[config.mk]
export PLATFORM = sky130hd
export DESIGN_NAME = pipelined_control_unit
export DESIGN_NICKNAME = d
export VERILOG_FILES = /design/src/rtl/ctrl_pkg.sv /design/src/rtl/mc_sequencer.sv /design/src/rtl/pipelined_control_unit.sv
export SDC_FILE = /design/constraint.sdc
export NUM_CORES = 1
export LEC_CHECK = 0
export CAP_MARGIN = 20
export CORE_MARGIN = 8
export CORE_UTILIZATION = 45
export DETAILED_ROUTE_END_ITERATION = 8
export GPL_TIMING_DRIVEN = 0
export PLACE_DENSITY = 0.81
export SYNTH_ARGS = -nofsm -noshare
export SYNTH_HDL_FRONTEND = slang
export SYNTH_SLANG_ARGS = --single-unit
[constraint.sdc]
create_clock -name clk -period 5.7 [get_ports clk]
set_input_delay 0.855 -clock clk [delete_from_list [all_inputs] [get_ports clk]]
set_output_delay 0.855 -clock clk [all_outputs]
set_load 0.1 [all_outputs]
[src/rtl/ctrl_pkg.sv]
// Shared decode vocabulary for the RV32IM control unit: ALU operation codes, base opcodes,
// the per-instruction control bundle and the multi-cycle op classification helpers.
package ctrl_pkg;

    typedef enum logic [4:0] {
        ALU_NOP    = 5'd0,
        ALU_ADD    = 5'd1,
        ALU_SUB    = 5'd2,
        ALU_XOR    = 5'd3,
        ALU_OR     = 5'd4,
        ALU_AND    = 5'd5,
        ALU_SLL    = 5'd6,
        ALU_SRL    = 5'd7,
        ALU_SLA    = 5'd8,
        ALU_SRA    = 5'd9,
        ALU_SLT    = 5'd10,
        ALU_SLTU   = 5'd11,
        ALU_AUI    = 5'd12,
        ALU_AUIPC  = 5'd13,
        ALU_MUL    = 5'd14,
        ALU_DIV    = 5'd15,
        ALU_MULH   = 5'd16,
        ALU_MULHSU = 5'd17,
        ALU_MULHU  = 5'd18,
        ALU_DIVU   = 5'd19,
        ALU_REM    = 5'd20,
        ALU_REMU   = 5'd21
    } alu_op_t;

    localparam logic [6:0] OPC_LOAD   = 7'b0000011;
    localparam logic [6:0] OPC_STORE  = 7'b0100011;
    localparam logic [6:0] OPC_OP_IMM = 7'b0010011;
    localparam logic [6:0] OPC_OP     = 7'b0110011;
    localparam logic [6:0] OPC_LUI    = 7'b0110111;
    localparam logic [6:0] OPC_AUIPC  = 7'b0010111;
    localparam logic [6:0] OPC_BRANCH = 7'b1100011;
    localparam logic [6:0] OPC_JAL    = 7'b1101111;
    localparam logic [6:0] OPC_JALR   = 7'b1100111;

    typedef struct packed {
        alu_op_t    alu_op;
        logic       reg_reg;
        logic       load;
        logic       store;
        logic       branch;
        logic       jump;
        logic       illegal;
        logic [4:0] rd;
    } ctrl_t;

    typedef enum logic {
        MC_IDLE,
        MC_BUSY
    } mc_state_t;

    function automatic logic is_mul(input alu_op_t op);
        return op inside {ALU_MUL, ALU_MULH, ALU_MULHSU, ALU_MULHU};
    endfunction

    function automatic logic is_div(input alu_op_t op);
        return op inside {ALU_DIV, ALU_DIVU, ALU_REM, ALU_REMU};
    endfunction

endpackage

[src/rtl/mc_sequencer.sv]
// Multi-cycle MUL/DIV sequencer: counts the EX occupancy of an M-extension op and
// signals when its result is ready; abort drops any operation in flight.
module mc_sequencer
    import ctrl_pkg::*;
#(
    parameter int MUL_LATENCY = 2,
    parameter int DIV_LATENCY = 32,
    parameter int CNT_W       = 6
) (
    input  logic clk,
    input  logic reset,
    input  logic start_mul,
    input  logic start_div,
    input  logic abort,
    output logic busy,
    output logic done
);

    localparam logic             MUL_ONE = (MUL_LATENCY == 1);
    localparam logic             DIV_ONE = (DIV_LATENCY == 1);
    localparam logic [CNT_W-1:0] MUL_CNT = CNT_W'(MUL_LATENCY - 1);
    localparam logic [CNT_W-1:0] DIV_CNT = CNT_W'(DIV_LATENCY - 1);

    mc_state_t        state;
    logic [CNT_W-1:0] cnt;
    logic             single;

    // Starts arrive on the handoff edge, so the op's first EX cycle already counts.
    always_ff @(posedge clk or negedge reset) begin
        if (!reset) begin
            state  <= MC_IDLE;
            cnt    <= '0;
            single <= 1'b0;
        end else if (abort) begin
            state  <= MC_IDLE;
            cnt    <= '0;
            single <= 1'b0;
        end else begin
            single <= 1'b0;
            if ((start_mul && MUL_ONE) || (start_div && DIV_ONE)) begin
                state  <= MC_IDLE;
                single <= 1'b1;
            end else if (start_mul) begin
                state <= MC_BUSY;
                cnt   <= MUL_CNT;
            end else if (start_div) begin
                state <= MC_BUSY;
                cnt   <= DIV_CNT;
            end else if (state == MC_BUSY) begin
                if (cnt == '0) begin
                    state <= MC_IDLE;
                end else begin
                    cnt <= cnt - CNT_W'(1);
                end
            end
        end
    end

    assign busy = (state == MC_BUSY);
    assign done = ~abort & (single | (busy && (cnt == '0)));

endmodule

[src/rtl/pipelined_control_unit.sv]
// RV32IM decode/control with EX/MEM/WB control pipeline and multi-cycle MUL/DIV stalling.
// Define BRANCH_JUMP_EN to decode BRANCH/JAL/JALR; otherwise they decode as illegal.
module pipelined_control_unit
    import ctrl_pkg::*;
#(
    parameter int ALU_OP_W    = 5,
    parameter int MUL_LATENCY = 2,
    parameter int DIV_LATENCY = 32,
    parameter int CNT_W       = 6
) (
    input  logic                clk,
    input  logic                reset,
    input  logic                id_valid,
    input  logic [31:0]         id_instr,
    output logic                id_ready,
    input  logic                stall_in,
    input  logic                flush,
    output logic                ex_valid,
    output logic [ALU_OP_W-1:0] ex_alu_op,
    output logic                ex_reg_reg,
    output logic                ex_branch,
    output logic                ex_jump,
    output logic [2:0]          ex_funct3,
    output logic                ex_illegal,
    output logic                ex_mc_done,
    output logic                mem_valid,
    output logic                mem_load,
    output logic                mem_store,
    output logic                wb_valid,
    output logic                wb_en,
    output logic [4:0]          wb_rd,
    output logic                mc_busy
);

    logic [6:0] opcode;
    logic [2:0] funct3;
    logic [6:0] funct7;
    ctrl_t      dec;
    logic       legal;
    logic       handoff;
    logic       unused_bits;

    assign opcode      = id_instr[6:0];
    assign funct3      = id_instr[14:12];
    assign funct7      = id_instr[31:25];
    assign unused_bits = ^id_instr[24:15];

    always_comb begin
        dec    = '0;
        dec.rd = id_instr[11:7];
        legal  = 1'b1;
        case (opcode)
            OPC_LOAD: begin
                dec.alu_op = ALU_ADD;
                dec.load   = 1'b1;
                legal      = !(funct3 inside {3'b011, 3'b110, 3'b111});
            end
            OPC_STORE: begin
                dec.alu_op = ALU_ADD;
                dec.store  = 1'b1;
                dec.rd     = '0;
                legal      = (funct3 < 3'b011);
            end
            OPC_OP_IMM: begin
                case (funct3)
                    3'b000: dec.alu_op = ALU_ADD;
                    3'b001: begin
                        dec.alu_op = ALU_SLL;
                        legal      = (funct7 == 7'h00);
                    end
                    3'b010: dec.alu_op = ALU_SLT;
                    3'b011: dec.alu_op = ALU_SLTU;
                    3'b100: dec.alu_op = ALU_XOR;
                    3'b101: begin
                        dec.alu_op = funct7[5] ? ALU_SRA : ALU_SRL;
                        legal      = ((funct7 & 7'b1011111) == 7'h00);
                    end
                    3'b110: dec.alu_op = ALU_OR;
                    default: dec.alu_op = ALU_AND;
                endcase
            end
            OPC_OP: begin
                dec.reg_reg = 1'b1;
                case ({funct7[5], funct7[0], funct3})
                    5'b00_000: dec.alu_op = ALU_ADD;
                    5'b00_001: dec.alu_op = ALU_SLL;
                    5'b00_010: dec.alu_op = ALU_SLT;
                    5'b00_011: dec.alu_op = ALU_SLTU;
                    5'b00_100: dec.alu_op = ALU_XOR;
                    5'b00_101: dec.alu_op = ALU_SRL;
                    5'b00_110: dec.alu_op = ALU_OR;
                    5'b00_111: dec.alu_op = ALU_AND;
                    5'b10_000: dec.alu_op = ALU_SUB;
                    5'b10_101: dec.alu_op = ALU_SRA;
                    5'b01_000: dec.alu_op = ALU_MUL;
                    5'b01_001: dec.alu_op = ALU_MULH;
                    5'b01_010: dec.alu_op = ALU_MULHSU;
                    5'b01_011: dec.alu_op = ALU_MULHU;
                    5'b01_100: dec.alu_op = ALU_DIV;
                    5'b01_101: dec.alu_op = ALU_DIVU;
                    5'b01_110: dec.alu_op = ALU_REM;
                    5'b01_111: dec.alu_op = ALU_REMU;
                    default:   legal      = 1'b0;
                endcase
                // The map key ignores funct7 bits other than [5] and [0]; those must be zero.
                if ((funct7 & 7'b1011110) != 7'h00) begin
                    legal = 1'b0;
                end
            end
            OPC_LUI:   dec.alu_op = ALU_AUI;
            OPC_AUIPC: dec.alu_op = ALU_AUIPC;
`ifdef BRANCH_JUMP_EN
            OPC_BRANCH: begin
                dec.alu_op  = ALU_SUB;
                dec.reg_reg = 1'b1;
                dec.branch  = 1'b1;
                dec.rd      = '0;
                legal       = !(funct3 inside {3'b010, 3'b011});
            end
            OPC_JAL: begin
                dec.alu_op = ALU_AUIPC;
                dec.jump   = 1'b1;
            end
            OPC_JALR: begin
                dec.alu_op = ALU_ADD;
                dec.jump   = 1'b1;
                legal      = (funct3 == 3'b000);
            end
`else
            OPC_BRANCH, OPC_JAL, OPC_JALR: legal = 1'b0;
`endif
            default: legal = 1'b0;
        endcase
        if (!legal || (id_instr[1:0] != 2'b11)) begin
            dec         = '0;
            dec.illegal = 1'b1;
        end
    end

    // EX advances exactly when ID may hand over; the sequencer holds it until done.
    assign id_ready = ~stall_in & ~(mc_busy & ~ex_mc_done);
    assign handoff  = id_valid & id_ready & ~flush;

    mc_sequencer #(
        .MUL_LATENCY (MUL_LATENCY),
        .DIV_LATENCY (DIV_LATENCY),
        .CNT_W       (CNT_W)
    ) u_mc_sequencer (
        .clk       (clk),
        .reset     (reset),
        .start_mul (handoff & is_mul(dec.alu_op)),
        .start_div (handoff & is_div(dec.alu_op)),
        .abort     (flush),
        .busy      (mc_busy),
        .done      (ex_mc_done)
    );

    ctrl_t      ex_ctrl;
    logic       mem_illegal;
    logic       mem_branch;
    logic [4:0] mem_rd;

    always_ff @(posedge clk or negedge reset) begin
        if (!reset) begin
            ex_valid  <= 1'b0;
            ex_ctrl   <= '0;
            ex_funct3 <= '0;
        end else if (flush) begin
            ex_valid  <= 1'b0;
            ex_ctrl   <= '0;
            ex_funct3 <= '0;
        end else if (id_ready) begin
            ex_valid  <= id_valid;
            ex_ctrl   <= id_valid ? dec : '0;
            ex_funct3 <= id_valid ? funct3 : 3'b000;
        end
    end

    // A held or flushed EX feeds a bubble forward rather than duplicating or leaking its op.
    always_ff @(posedge clk or negedge reset) begin
        if (!reset) begin
            mem_valid   <= 1'b0;
            mem_load    <= 1'b0;
            mem_store   <= 1'b0;
            mem_illegal <= 1'b0;
            mem_branch  <= 1'b0;
            mem_rd      <= '0;
        end else if (id_ready && !flush) begin
            mem_valid   <= ex_valid;
            mem_load    <= ex_ctrl.load;
            mem_store   <= ex_ctrl.store;
            mem_illegal <= ex_ctrl.illegal;
            mem_branch  <= ex_ctrl.branch;
            mem_rd      <= ex_ctrl.rd;
        end else begin
            mem_valid   <= 1'b0;
            mem_load    <= 1'b0;
            mem_store   <= 1'b0;
            mem_illegal <= 1'b0;
            mem_branch  <= 1'b0;
            mem_rd      <= '0;
        end
    end

    always_ff @(posedge clk or negedge reset) begin
        if (!reset) begin
            wb_valid <= 1'b0;
            wb_en    <= 1'b0;
            wb_rd    <= '0;
        end else begin
            wb_valid <= mem_valid;
            wb_en    <= mem_valid & ~mem_illegal & ~mem_store & ~mem_branch & (mem_rd != 5'd0);
            wb_rd    <= mem_rd;
        end
    end

    assign ex_alu_op  = ALU_OP_W'(ex_ctrl.alu_op);
    assign ex_reg_reg = ex_ctrl.reg_reg;
    assign ex_illegal = ex_ctrl.illegal;

`ifdef BRANCH_JUMP_EN
    assign ex_branch = ex_ctrl.branch;
    assign ex_jump   = ex_ctrl.jump;
`else
    logic unused_jump;
    assign ex_branch   = 1'b0;
    assign ex_jump     = 1'b0;
    assign unused_jump = ex_ctrl.jump;
`endif

endmodule

==> flow_summary.rst <==
.. list-table::
   :header-rows: 1

   * - Metric
     - Value
   * - Result of the run
     - finished, final reports clean
   * - Final antenna-violating net count
     - 0
   * - Reg2reg path depth
     - 10
   * - Max capacitance violation total
     - 0
   * - Number of buffer cells added on primary ports
     - 48
   * - Proportion of synthesized flip-flops having asynchronous set or reset
     - 1.00
   * - Worst endpoint required time
     - 4850 ps
   * - Number of placement rows
     - 25
   * - Achievable frequency
     - 240 MHz
   * - Highest net fanout along the worst path
     - 10
   * - R2r startpoint
     - u_mc_sequencer.cnt[0]$_DFFE_PN0P_
   * - Accumulated negative setup slack
     - 0 ps
   * - Number of filler cells placed in the layout
     - 393
   * - Hold-fix buffers, CTS
     - 0
   * - Top-level I/O count
     - 63
   * - Latest clock arrival within the worst-skew pair
     - 290 ps
   * - Critical path startpoint category
     - input port
   * - Final critical path time including I/O delays and setup
     - 4160 ps
   * - Storage element area
     - 1030 µm²
   * - Most frequently used flop master after synthesis
     - sky130_fd_sc_hd__dfrtp_1
   * - Signal arrival time at the worst endpoint
     - 3310 ps
   * - Endpoints failing hold
     - 0
   * - Area occupied by multi-input gates
     - 973 µm²
   * - Largest reg by FF count
     - ex_ctrl
   * - Layout cells sized above 1
     - 0.155
   * - Reg2reg end
     - u_mc_sequencer.cnt[2]$_DFFE_PN0P_
   * - Average routed wire per standard cell
     - 15.3 µm
   * - Worst reg-to-reg setup slack
     - 3470 ps
   * - Routability-driven placement congestion ratio
     - 0.909
   * - CTS sink cnt
     - 41
   * - Area of the core region
     - 4660 µm²
   * - Largest net degree at the start of global routing
     - 42
   * - Yosys cell types
     - 61
   * - Class of the most critical hold timing path
     - flip-flop to flip-flop
   * - DRC violations left
     - 0
   * - First-pass iteration count of the detailed router
     - 4
   * - Flip-flop and latch count after synthesis
     - 41
   * - Max_slew headroom
     - 0.333
   * - YS warnings
     - 0
   * - Hold path cells
     - 0
   * - CTS Buf Count
     - 5
   * - Number of buffers inserted to repair setup after CTS
     - 0
   * - Mean cell area of the mapped netlist
     - 10.4 µm²
   * - Vias in the first global route
     - 1742
   * - Library cell used as clock root buffer
     - sky130_fd_sc_hd__clkbuf_8
   * - Worst slack on hold paths
     - 370 ps
   * - Most frequent standard cell in the layout excluding fill and tap cells
     - sky130_fd_sc_hd__clkdlybuf4s50_1
   * - Total wire length
     - 4850 µm
   * - Initial Utilization
     - 0.463
   * - Final setup skew
     - 5.09 ps
   * - Post-placement cell area
     - 2710 µm²
   * - Global route overflow
     - 0
   * - Post-layout nets
     - 301
   * - VDD IR-drop max
     - 0.105 mV
   * - Leak
     - 1.32 nW
   * - Tcrit/Tclk final
     - 0.730
   * - Number of gates resized after CTS
     - 0
   * - Top library cells by usage in the layout, fill and taps aside
     - 47 x sky130_fd_sc_hd__clkdlybuf4s50_1, 41 x sky130_fd_sc_hd__dfrtp_1, 14 x sky130_fd_sc_hd__nor2_1, 14 x sky130_fd_sc_hd__a21oi_1, 12 x sky130_fd_sc_hd__nand2_1
   * - H-tree Lvls
     - 2
   * - Iteration-0 DRC count of the detailed router
     - 67
   * - Via count of the routed design
     - 1738
   * - Overall fraction of global-route tracks in use
     - 0.139
   * - Count of final setup violators
     - 0
   * - Maximum buffer depth of the clock tree
     - 2
   * - Slew at the pin closest to its max-slew limit
     - 998 ps
   * - Final cell area excluding filler cells
     - 2840 µm²
   * - Sink of the worst hold path
     - wb_rd[4]$_DFF_PN0_
   * - Startpoint of the lowest-slack hold path
     - mem_rd[4]$_DFF_PN0_
   * - Count of pins over their slew limit
     - 0
   * - DIE WIDTH
     - 85.3 µm
   * - Half-perimeter wire length after placement
     - 3730 µm
   * - Cell Pwr Density
     - 234 nW/µm²
   * - Instance count of the mapped netlist
     - 207
   * - Mapped cell area
     - 2160 µm²
   * - Synth-to-layout area growth
     - 31.7%
   * - Placed cells
     - 310
   * - Initial antenna violation count
     - 0
   * - Utilization after layout
     - 0.610
   * - Area leader, netlist
     - sky130_fd_sc_hd__dfrtp_1
   * - Clock transition at the registers of the reported paths
     - 80 ps
   * - Flip-flop count of the largest register, all copies and words added
     - 7
   * - EDFF count, synth
     - 0
   * - Via density per instance
     - 5.47
   * - Top cell type's share of synthesized area
     - 0.475
   * - Setup Crit Path Kind
     - input port to primary output
   * - First-pass GRT wire length
     - 8290 µm
   * - Top Registers
     - ex_ctrl x7, u_mc_sequencer.cnt x6
   * - Register area share after synthesis
     - 0.475
   * - Area enclosed by the die boundary
     - 7270 µm²
   * - TritonCTS clock tree
     - done
   * - Unrepaired setup endpoints after global routing
     - false
   * - Main area contributors after synthesis
     - sky130_fd_sc_hd__dfrtp_1 48%, sky130_fd_sc_hd__a22o_1 4.1%, sky130_fd_sc_hd__buf_4 3.8%
   * - Number of standard cells in the final layout excluding fillers
     - 318
   * - Vertical extent of the die
     - 85.3 µm
   * - Number of antenna repair diodes
     - 0
   * - Kind of end point of the critical path
     - primary output
==> power by group <==
| part | internal [mW] | switching [mW] |
|---|---|---|
| logic | 0.0340 | 0.0586 |
| registers | 0.293 | 0.00163 |
| clock network | 0.176 | 0.103 |
==> worst max path at each step <==
stage | slack [ps] | endpoint | cells after the start | start
2_1_floorplan | 2500 | ex_mc_done | 2 | u_mc_sequencer.busy$_DFF_PN0_
3_3_place_gp | 1540 | id_ready | 6 | flush
3_5_place_dp | 1530 | id_ready | 6 | flush
4_1_cts | 1520 | id_ready | 6 | flush
5_1_grt | 1400 | id_ready | 6 | flush
6_report | 1540 | id_ready | 6 | flush
==> stage by stage <==
step,power [mW],setup slack [ps]
after detailed placement,0.393,1530
after global placement,0.393,1540
final,0.666,1540
after CTS,0.672,1520
after global routing,0.693,1400
after floorplan,0.355,2500
==> routing by layer <==
metal  share of wire  wire length [µm]  track usage  up-vias
li1                -                 -            -      847
met2            0.49              2370        0.224       62
met4           0.015                73       0.0525        0
met3           0.064               313       0.0376        6
met5               0                 0            0        -
met1            0.43              2100        0.174      823
==> cell usage after synthesis, types with 2 or more instances <==
master and count:
sky130_fd_sc_hd__a21oi_1 14, sky130_fd_sc_hd__a22o_1 10, sky130_fd_sc_hd__nand2_1 12, sky130_fd_sc_hd__nor3_1 4, sky130_fd_sc_hd__nand3_1 2, sky130_fd_sc_hd__xnor2_1 3, sky130_fd_sc_hd__inv_1 10, sky130_fd_sc_hd__buf_6 2
sky130_fd_sc_hd__and3b_1 2, sky130_fd_sc_hd__and2b_1 2, sky130_fd_sc_hd__clkbuf_1 3, sky130_fd_sc_hd__nor2b_1 4, sky130_fd_sc_hd__xor2_1 3, sky130_fd_sc_hd__dfrtp_1 41, sky130_fd_sc_hd__o211ai_1 2, sky130_fd_sc_hd__a31oi_1 2
sky130_fd_sc_hd__and3_1 10, sky130_fd_sc_hd__nor2_1 14, sky130_fd_sc_hd__a32oi_1 2, sky130_fd_sc_hd__a32o_1 2, sky130_fd_sc_hd__nand4b_1 2, sky130_fd_sc_hd__buf_4 11, sky130_fd_sc_hd__nor3_2 3, sky130_fd_sc_hd__or2_2 3
sky130_fd_sc_hd__nor3b_1 2, sky130_fd_sc_hd__o21ai_0 6, sky130_fd_sc_hd__nand2b_1 2
==> kinds of logic (layout without fill, tap and decap cells) <==
logic type,after synthesis,after routing,synth area share
AO/OA/AOI/OAI,54,54,0.187
XOR/XNOR,6,6,0.0244
adder cells (fa/ha/maj),1,1,0.00580
buffers and inverters,28,84,0.0754
flip-flops,41,41,0.475
other,1,2,0.00174
AND/OR/NAND/NOR,76,76,0.230
==> worst max-delay path, stage by stage <==
cell,delay (ps)
sky130_fd_sc_hd__clkdlybuf4s50_1,490
sky130_fd_sc_hd__inv_1,160
sky130_fd_sc_hd__nand3_1,100
sky130_fd_sc_hd__a21oi_1,230
sky130_fd_sc_hd__clkbuf_1,280
sky130_fd_sc_hd__clkdlybuf4s50_1,1190
==> final cells by class <==
cell class	count	share of cell area
buffer	18	0.0440
multi-input combinational	139	0.342
clock buffer	5	0.0242
inverter	10	0.0132
tap	54	0.0238
timing repair buffer	48	0.167
sequential	41	0.361
clock inverter	3	0.0242
Note: power is estimated with default switching activity, not from simulation.
